<file path="config.mk">
export PLATFORM = sky130hd
export DESIGN_NAME = lz4_seq_encoder
export DESIGN_NICKNAME = d
export VERILOG_FILES = /design/src/rtl/lz4_pkg.sv /design/src/rtl/lz4_len_ext.sv /design/src/rtl/lz4_seq_encoder.sv
export SDC_FILE = /design/constraint.sdc
export NUM_CORES = 1
export LEC_CHECK = 0
export BUFFER_PORTS_ARGS = -buffer_cell sky130_fd_sc_hd__buf_4
export CAP_MARGIN = 30
export CORE_MARGIN = 2
export CORE_UTILIZATION = 61
export CTS_BUF_LIST = sky130_fd_sc_hd__clkbuf_4 sky130_fd_sc_hd__clkbuf_8
export DETAILED_ROUTE_END_ITERATION = 8
export MAX_ROUTING_LAYER = met4
export PLACE_DENSITY_LB_ADDON = 0.15
export SYNTH_ARGS = -nofsm -noshare
export SYNTH_HDL_FRONTEND = slang
export SYNTH_SLANG_ARGS = --single-unit
</file>
<file path="constraint.sdc">
create_clock -name clk -period 4 [get_ports clk]
set_input_delay 0.8 -clock clk [delete_from_list [all_inputs] [get_ports clk]]
set_output_delay 0.8 -clock clk [all_outputs]
set_load 0.03 [all_outputs]
</file>
<file path="src/rtl/lz4_pkg.sv">
// Shared LZ4 sequence-encoder definitions: FSM encoding, format constants and the
// token-nibble helper.
package lz4_pkg;

    typedef enum logic [2:0] {
        StIdle,
        StToken,
        StLitExt,
        StLitData,
        StOffLo,
        StOffHi,
        StMatExt
    } lz4_state_e;

    localparam int unsigned LZ4_MIN_MATCH  = 4;
    localparam int unsigned LZ4_NIBBLE_MAX = 15;
    localparam int unsigned LZ4_EXT_MAX    = 255;

    function automatic logic [3:0] lz4_nibble(input logic [31:0] len);
        return (len >= LZ4_NIBBLE_MAX) ? 4'hF : len[3:0];
    endfunction

endpackage

</file>
<file path="src/rtl/lz4_len_ext.sv">
// LZ4 length-extension byte generator: loads a full length L and, when L >= 15, emits
// floor((L-15)/255) bytes of 0xFF then the remainder byte under a valid/ready handshake.
module lz4_len_ext
    import lz4_pkg::*;
#(
    parameter int unsigned LEN_W = 16
) (
    input  logic             clk,
    input  logic             rstn,
    input  logic             load,
    input  logic [LEN_W-1:0] len,
    output logic             ext_valid,
    input  logic             ext_ready,
    output logic [7:0]       ext_data,
    output logic             ext_last
);

    localparam logic [LEN_W-1:0] NibMax = LEN_W'(LZ4_NIBBLE_MAX);
    localparam logic [LEN_W-1:0] ExtMax = LEN_W'(LZ4_EXT_MAX);

    logic [LEN_W-1:0] rem_q;
    logic             active_q;

    // Remainder is tested against 255 before any subtraction, so it never underflows.
    assign ext_last  = (rem_q < ExtMax);
    assign ext_data  = ext_last ? rem_q[7:0] : 8'hFF;
    assign ext_valid = active_q;

    always_ff @(posedge clk) begin
        if (!rstn) begin
            rem_q    <= '0;
            active_q <= 1'b0;
        end else if (load) begin
            active_q <= (len >= NibMax);
            rem_q    <= (len >= NibMax) ? (len - NibMax) : '0;
        end else if (active_q && ext_ready) begin
            if (ext_last) begin
                active_q <= 1'b0;
                rem_q    <= '0;
            end else begin
                rem_q <= rem_q - ExtMax;
            end
        end
    end

endmodule

</file>
<file path="src/rtl/lz4_seq_encoder.sv">
// LZ4 sequence encoder: turns (lit_len, match_len, offset, last) commands plus a literal
// byte stream into LZ4 block bytes. Optional byte counter: define LZ4_ENC_BYTE_COUNT_EN.
module lz4_seq_encoder
    import lz4_pkg::*;
#(
    parameter int unsigned LEN_W = 16
) (
    input  logic             clk,
    input  logic             rstn,
    input  logic             cmd_valid,
    output logic             cmd_ready,
    input  logic [LEN_W-1:0] cmd_lit_len,
    input  logic [LEN_W-1:0] cmd_match_len,
    input  logic [15:0]      cmd_offset,
    input  logic             cmd_last,
    input  logic             lit_valid,
    output logic             lit_ready,
    input  logic [7:0]       lit_data,
    output logic             out_valid,
    input  logic             out_ready,
    output logic [7:0]       out_data,
    output logic             out_last,
    output logic             o_idle,
    output logic             o_err
`ifdef LZ4_ENC_BYTE_COUNT_EN
    ,
    output logic [31:0]      o_byte_count
`endif
);

    localparam logic [LEN_W-1:0] MinMatch = LEN_W'(LZ4_MIN_MATCH);
    localparam logic [LEN_W-1:0] One      = LEN_W'(1);

    lz4_state_e       state_q;
    logic [LEN_W-1:0] lit_cnt_q;
    logic [15:0]      offset_q;
    logic             last_q;
    logic [7:0]       token_q;
    logic             err_q;

    logic             cmd_fire;
    logic             cmd_bad;
    logic             cmd_load;
    logic [LEN_W-1:0] mat_len_m4;
    logic             out_fire;
    lz4_state_e       lit_done_state;

    logic             lit_ext_valid, lit_ext_ready, lit_ext_last;
    logic [7:0]       lit_ext_data;
    logic             mat_ext_valid, mat_ext_ready, mat_ext_last;
    logic [7:0]       mat_ext_data;

    assign cmd_ready  = rstn && (state_q == StIdle);
    assign cmd_fire   = cmd_valid && cmd_ready;
    assign cmd_bad    = !cmd_last && ((cmd_match_len < MinMatch) || (cmd_offset == 16'h0000));
    assign cmd_load   = cmd_fire && !cmd_bad;
    assign mat_len_m4 = cmd_match_len - MinMatch;
    assign out_fire   = out_valid && out_ready;
    assign o_idle     = !rstn || (state_q == StIdle);
    assign o_err      = rstn && err_q;

    assign lit_done_state = last_q ? StIdle : StOffLo;

    lz4_len_ext #(.LEN_W(LEN_W)) u_lit_ext (
        .clk       (clk),
        .rstn      (rstn),
        .load      (cmd_load),
        .len       (cmd_lit_len),
        .ext_valid (lit_ext_valid),
        .ext_ready (lit_ext_ready),
        .ext_data  (lit_ext_data),
        .ext_last  (lit_ext_last)
    );

    // A last command has no match part, so a zero length keeps the match extension idle.
    lz4_len_ext #(.LEN_W(LEN_W)) u_mat_ext (
        .clk       (clk),
        .rstn      (rstn),
        .load      (cmd_load),
        .len       (cmd_last ? '0 : mat_len_m4),
        .ext_valid (mat_ext_valid),
        .ext_ready (mat_ext_ready),
        .ext_data  (mat_ext_data),
        .ext_last  (mat_ext_last)
    );

    always_comb begin
        out_valid     = 1'b0;
        out_data      = 8'h00;
        out_last      = 1'b0;
        lit_ready     = 1'b0;
        lit_ext_ready = 1'b0;
        mat_ext_ready = 1'b0;
        case (state_q)
            StToken: begin
                out_valid = 1'b1;
                out_data  = token_q;
                out_last  = last_q && (lit_cnt_q == '0);
            end
            StLitExt: begin
                out_valid     = lit_ext_valid;
                out_data      = lit_ext_data;
                lit_ext_ready = out_ready;
            end
            StLitData: begin
                out_valid = lit_valid;
                out_data  = lit_data;
                lit_ready = out_ready;
                out_last  = last_q && (lit_cnt_q == One);
            end
            StOffLo: begin
                out_valid = 1'b1;
                out_data  = offset_q[7:0];
            end
            StOffHi: begin
                out_valid = 1'b1;
                out_data  = offset_q[15:8];
            end
            StMatExt: begin
                out_valid     = mat_ext_valid;
                out_data      = mat_ext_data;
                mat_ext_ready = out_ready;
            end
            default: ;
        endcase
        if (!rstn) begin
            out_valid     = 1'b0;
            out_data      = 8'h00;
            out_last      = 1'b0;
            lit_ready     = 1'b0;
            lit_ext_ready = 1'b0;
            mat_ext_ready = 1'b0;
        end
    end

    always_ff @(posedge clk) begin
        if (!rstn) begin
            state_q   <= StIdle;
            lit_cnt_q <= '0;
            offset_q  <= '0;
            last_q    <= 1'b0;
            token_q   <= '0;
            err_q     <= 1'b0;
        end else begin
            err_q <= 1'b0;
            case (state_q)
                StIdle: begin
                    if (cmd_valid) begin
                        if (cmd_bad) begin
                            err_q <= 1'b1;
                        end else begin
                            lit_cnt_q <= cmd_lit_len;
                            offset_q  <= cmd_offset;
                            last_q    <= cmd_last;
                            token_q   <= {lz4_nibble(32'(cmd_lit_len)),
                                          cmd_last ? 4'h0 : lz4_nibble(32'(mat_len_m4))};
                            state_q   <= StToken;
                        end
                    end
                end
                StToken: begin
                    if (out_fire) begin
                        if (lit_ext_valid)          state_q <= StLitExt;
                        else if (lit_cnt_q != '0)   state_q <= StLitData;
                        else                        state_q <= lit_done_state;
                    end
                end
                StLitExt: begin
                    if (out_fire && lit_ext_last) begin
                        state_q <= (lit_cnt_q != '0) ? StLitData : lit_done_state;
                    end
                end
                StLitData: begin
                    if (out_fire) begin
                        lit_cnt_q <= lit_cnt_q - One;
                        if (lit_cnt_q == One) state_q <= lit_done_state;
                    end
                end
                StOffLo: begin
                    if (out_fire) state_q <= StOffHi;
                end
                StOffHi: begin
                    if (out_fire) state_q <= mat_ext_valid ? StMatExt : StIdle;
                end
                StMatExt: begin
                    if (out_fire && mat_ext_last) state_q <= StIdle;
                end
                default: state_q <= StIdle;
            endcase
        end
    end

`ifdef LZ4_ENC_BYTE_COUNT_EN
    logic [31:0] byte_count_q;

    always_ff @(posedge clk) begin
        if (!rstn) begin
            byte_count_q <= '0;
        end else if (out_fire) begin
            byte_count_q <= byte_count_q + 32'd1;
        end
    end

    assign o_byte_count = byte_count_q;
`endif

endmodule

</file>
==> reports/results.ini, run 1 <==
[cts]
root_buffer=clkbuf_8
clock_path_buffers=2
cts-buffers-inserted=9
clk_pin_slew_ns=0.10
post_cts_buffers=0
htreeDepth=3
cts_resized=0
hold_buffers=0
clk_latency_ns=0.37
cts_sinks=79
cts_tree=built

[floorplanning]
die_w_um=102.0
ioPinCount=76
dieArea_sq_um=10410
die_h_um=102.0
coreArea_sq_um=9284
start_util_pct=63.15
row_count=35

[min_path]
min_from=offset_q[8]
hold_class=flop to flop
min_to=offset_q[8]
whs_path_depth=2

[worst_setup_path]
cp.arrival_ns=3.01
worstSetupStartpointType=flop
crit_path_start=u_lit_ext.rem_q[11]
reg2reg_to=u_mat_ext.rem_q[4]
crit_top_cell=or3_1
reg2regPathDepth=7
critPathMaxFanout=10
crit_buf_inv=1
critPathTopFamily=simple AND/OR/NAND/NOR gates
end_kind=output port
crit_type=flop to output port
cp_cell_sequence=or3_1 -> or2_2 -> or3_1 -> o211ai_1 -> a31oi_1 -> buf_4
rrSetupSlack_ns=0.76
cp_slowest_cell=o211ai_1
worstReg2RegStart=state_q[1]
critPathRequiredTime_ns=3.20
slowest_delay_ns=0.68
cp.depth=6

[yosys]
post_synth_most_frequent_cells=nand2_1 (103), dfxtp_1 (79), nor2_1 (74)
synth_top_family_by_area=simple AND/OR/NAND/NOR gates
synth.net_count=883
synth_top_area_share_pct=26.97
mappedNetlistArea_sq_um=5863
synth_flop_cell=dfxtp_1
synth-compound-area-share_pct=28.49
yosysTopAreaCell=dfxtp_1
ys_warn_count=0
synthTopCellsByArea=dfxtp_1 (27%), nand2_1 (6.6%), a21oi_1 (6.1%)
synth_cells=814
synth_most_common_cell=nand2_1
syn_avg_cell_area_sq_um=7.203
synth_simple_gate_area_share_pct=29.13
yosys.area_share.adder_pct=1.494
synth_cell_types=70
ys_seq_elements=79
async_reset_ff_share_pct=0
ys_seq_area_share_pct=26.97
synth_edf_count=0
yosys.area_share.xor_xnor_pct=5.975
synth_mux_area_share_pct=2.860

[run]
maxCapViolations=0

[layout]
final_nets=939
regArea_sq_um=1582
multi_input_area_sq_um=3984
fill_cells=808
drive_above_1_share_pct=16.11
area_delta_synth_final_pct=15.15
insertedDiodeCount=0

[grt]
grt_usage_pct=34.96
first_global_vias=5793
grt_start_max_net_pins=45
grt_antenna_before_repair=0
grt_overflow=0
grt_pass1_wl_um=28260

[routing]
drt_wl_total_um=17460
drtIter0Drc=542
vias_per_cell=6.467
drcViolationCount=0
drtPass1Iterations=7
ant_nets=0
wl_per_cell_um=17.39
vias=6493

[sta]
finalHoldViolCount=0
slew_violations=0
tns_ns=0
post-route-min-period_ns=3.808
setup_slack_ns=0.1922
finClkSkew_ns=0.01277
worst_slew_pin_slew_ns=1.042
slew_headroom_pct=29.96
fmax_ghz=0.2626
rsz0062_at_grt=no
min_period_over_period_pct=95.19
setup_viol=0

[place]
portBuffers=75
dpl.hpwl_um=12840
post-place-ws_ns=0.1949
place_congestion=0.9907

[power_and_ir_drop]
ir_drop_mv=0.3001
leakage_nw=2.437
total_power_mw=3.238
power.density_nw_per_um2=479.5

[status]
status=finished, final reports clean

[state kept, by name, summed over array words and instances (netlist names), 3 cells and up]
signal           flops
lit_cnt_q           16
offset_q            16
u_lit_ext.rem_q     16
state_q              3
u_mat_ext.rem_q     16
token_q              8
[placed cells by master (no fill, tap or decap), types with 4 or more instances in the layout]
master and n:
or3_1 14, buf_4 96, nand3_1 35, a221o_1 6, a31oi_1 10, nor4_1 20, nand3b_1 5, o22ai_1 15
a21o_1 4, xnor2_1 26, clkbuf_8 9, a22oi_1 10, o21a_1 5, mux2i_1 10, nor2_1 74, o221a_2 6
mux2_2 6, o32ai_1 9, o211ai_1 7, nor2b_1 11, a21oi_1 72, ha_1 7, or4_1 7, and3_1 8
o31ai_1 7, a211oi_1 5, o21ai_0 64, nor3_1 26, and2_1 6, or2_2 4, inv_1 17, a221oi_1 6
nand4_1 11, nand2_1 103, dfxtp_1 79, xor2_1 14
[worst register-to-register path: cells and delay by family (launching register included)]
kind             cells  cell delay, ns
XOR/XNOR             1            0.21
flip-flops           1            0.64
AND/OR/NAND/NOR      4            1.27
AO/OA/AOI/OAI        2            1.00
[per-layer routing]
| layer | share of wire [%] | track usage [%] | up-vias |
|---|---|---|---|
| met2 | 49 | 59.31 | 313 |
| met4 | 2.9 | 13.74 | 0 |
| met1 | 40 | 41.69 | 2994 |
| met5 | 0 | - | - |
| li1 | - | - | 3136 |
| met3 | 7.3 | 5.267 | 50 |
[metrics by stage]
stage               instance area [sq um]  hold slack (ns)  util [%]  cells
global placement                     6515           0.4431     70.18    988
CTS                                  6751           0.4631     72.72   1004
floorplan                            5863           0.4336         -    814
finish                               6751           0.4605     72.72   1004
detailed placement                   6515           0.4495     70.18    988
global route                         6751           0.4851     72.72   1004
[where the power goes]
part	switching (mW)	internal, mW	leakage, nW
Combinational	0.892	0.562	1.67
Clock	0.336	0.365	0.115
Sequential	0.161	0.922	0.647
[worst max-delay path by stage]
stage,endpoint
6_report,out_data[5]
5_1_grt,out_data[3]
4_1_cts,out_data[5]
3_5_place_dp,u_mat_ext.rem_q[0]
3_3_place_gp,u_mat_ext.rem_q[0]
2_1_floorplan,u_lit_ext.rem_q[10]
[layout make-up]
| class | count | share of cell area, % |
|---|---|---|
| multi-input cells | 666 | 59.01 |
| flip-flops and latches | 79 | 23.42 |
| repair buffers | 96 | 10.67 |
| well taps | 129 | 2.391 |
| clock buffers | 9 | 1.835 |
| clock inverters | 7 | 1.668 |
| inverters | 18 | 1.001 |
[kinds of logic after synthesis]
family | after synthesis
AND/OR/NAND/NOR | 346
AO/OA/AOI/OAI | 257
flip-flops | 79
multiplexers | 16
buffers and inverters | 69
XOR/XNOR | 40
adder cells (fa/ha/maj) | 7
No activity file was read; power rests on OpenSTA's default activity.
==> run 2: changes to the inputs <==
--- a/config.mk
+++ b/config.mk
@@ -12,7 +12,7 @@
 export CTS_BUF_LIST = sky130_fd_sc_hd__clkbuf_4 sky130_fd_sc_hd__clkbuf_8
 export DETAILED_ROUTE_END_ITERATION = 8
 export MAX_ROUTING_LAYER = met4
-export PLACE_DENSITY_LB_ADDON = 0.15
+export PLACE_DENSITY_LB_ADDON = 0.08
 export SYNTH_ARGS = -nofsm -noshare
 export SYNTH_HDL_FRONTEND = slang
 export SYNTH_SLANG_ARGS = --single-unit
==> run 2 against run 1 <==
  * First-iteration DRC count decreased by 12%
  * Sequential cell count unchanged
  * Non-clock buffer count decreased by 5
  * Register-to-register slack improved by 0.26 ns
  * Wire length about the same
  * Cell count decreased by 0.50%
  * Utilization decreased by 0.93 points
==> reports/results.ini, run 2 (same netlist as run 1, synthesis figures left out) <==
[place]
dpl.hpwl_um=12770
placement.cell_area_sq_um=6477
post-place-ws_ns=0.3985
place_congestion=0.9375
dp_cells=983
portBuffers=75

[worst_setup_path]
critPathMaxFanout=10
worstSetupStartpointType=flop
crit_type=flop to output port
reg2reg_to=u_mat_ext.rem_q[5]
crit_top_cell=or3_1
crit_path_start=u_lit_ext.rem_q[11]
critPathRequiredTime_ns=3.20
worstReg2RegStart=state_q[0]
cp_slowest_cell=o211ai_1
rrSetupSlack_ns=1.02
cp_cell_sequence=or3_1 -> or2_2 -> or3_1 -> o211ai_1 -> a21oi_1 -> buf_4
cp.arrival_ns=3.09
end_kind=output port
slowest_delay_ns=0.72
reg2regPathDepth=7

[layout]
final_common_cell=nand2_1
insertedDiodeCount=0
fin_area_sq_um=6665
utilization_pct=71.79
drive_above_1_share_pct=15.63
final_nets=934
fill_cells=800
fin_cells=999
layout_common_cells=nand2_1 (103), buf_4 (91), dfxtp_1 (79)
area_delta_synth_final_pct=13.68

[cts]
cts_sinks=79
clk_latency_ns=0.38
post_cts_buffers=0
hold_buffers=0
cts_tree=built
root_buffer=clkbuf_8
clk_pin_slew_ns=0.10
htreeDepth=3
cts-buffers-inserted=9
cts_resized=0
clock_path_buffers=2

[sta]
slew_headroom_pct=34.45
tns_ns=0
worst_slew_pin_slew_ns=0.9766
min_period_over_period_pct=97.29
setup_viol=0
post-route-min-period_ns=3.892
slew_violations=0
setup_slack_ns=0.1084
whs_ns=0.4605
finClkSkew_ns=0.01667
fmax_ghz=0.2570
finalHoldViolCount=0
rsz0062_at_grt=no

[min_path]
whs_path_depth=2
min_from=offset_q[7]
hold_class=flop to flop
min_to=offset_q[7]

[power_and_ir_drop]
total_power_mw=3.131
leakage_nw=2.395
ir_drop_mv=0.2801
power.density_nw_per_um2=469.8

[floorplanning]
start_util_pct=63.15
die_w_um=102.0
coreArea_sq_um=9284
row_count=35
dieArea_sq_um=10410
ioPinCount=76
die_h_um=102.0

[run]
maxCapViolations=0

[grt]
grt_antenna_before_repair=0
grt_usage_pct=34.93
grt_pass1_wl_um=28210
first_global_vias=5920
grt_start_max_net_pins=45
grt_overflow=0

[routing]
vias=6474
drtIter0Drc=477
drcViolationCount=0
drtPass1Iterations=8
drt_wl_total_um=17460
vias_per_cell=6.480
wl_per_cell_um=17.48
ant_nets=0

[status]
status=finished, final reports clean

==> run 2: changes by cell type in the layout (fill, tap and decap cells not counted), sizes merged <==
cell,before,now
clkinv,1,2
buf,96,91
bufinv,2,0
clkbuf,9,10
==> run 2: critical path: cells and delay by family (launching register included) <==
kind	cells	cell delay (ns)
buf+inv	1	0.23
flops	1	0.37
compound gates	2	0.92
simple gates	3	1.19
==> run 2: worst max path at each step <==
stage                     endpoint  slack (ns)  cells past startpoint
2_1_floorplan  u_lit_ext.rem_q[10]        0.57                     13
3_3_place_gp    u_lit_ext.rem_q[6]        0.46                      8
3_5_place_dp    u_lit_ext.rem_q[9]        0.40                      8
4_1_cts                out_data[6]        0.19                      6
5_1_grt                out_data[2]        0.02                      6
6_report               out_data[6]        0.11                      6
==> run 2: per-layer routing <==
| layer | vias up | global-route usage, % | share of wire [%] |
|---|---|---|---|
| li1 | 3122 | - | - |
| met1 | 2992 | 41.33 | 40 |
| met2 | 293 | 57.95 | 49 |
| met3 | 67 | 5.267 | 6.7 |
| met4 | 0 | 17.23 | 4.1 |
| met5 | - | - | 0 |
==> run 2: final cells by class <==
cell class / instances / area [sq um] / area share [%]
timing repair buffer: 91 / 683.2 / 10.25
clock buffer: 10 / 137.6 / 2.065
sequential: 79 / 1582 / 23.73
inverter: 18 / 67.56 / 1.014
multi-input combinational: 666 / 3984 / 59.77
clock inverter: 6 / 50.05 / 0.7509
tap: 129 / 161.4 / 2.422
==> run 2: power breakdown <==
group | switching (mW) | internal (mW)
combinational | 0.907 | 0.560
sequential | 0.154 | 0.922
clock | 0.337 | 0.251
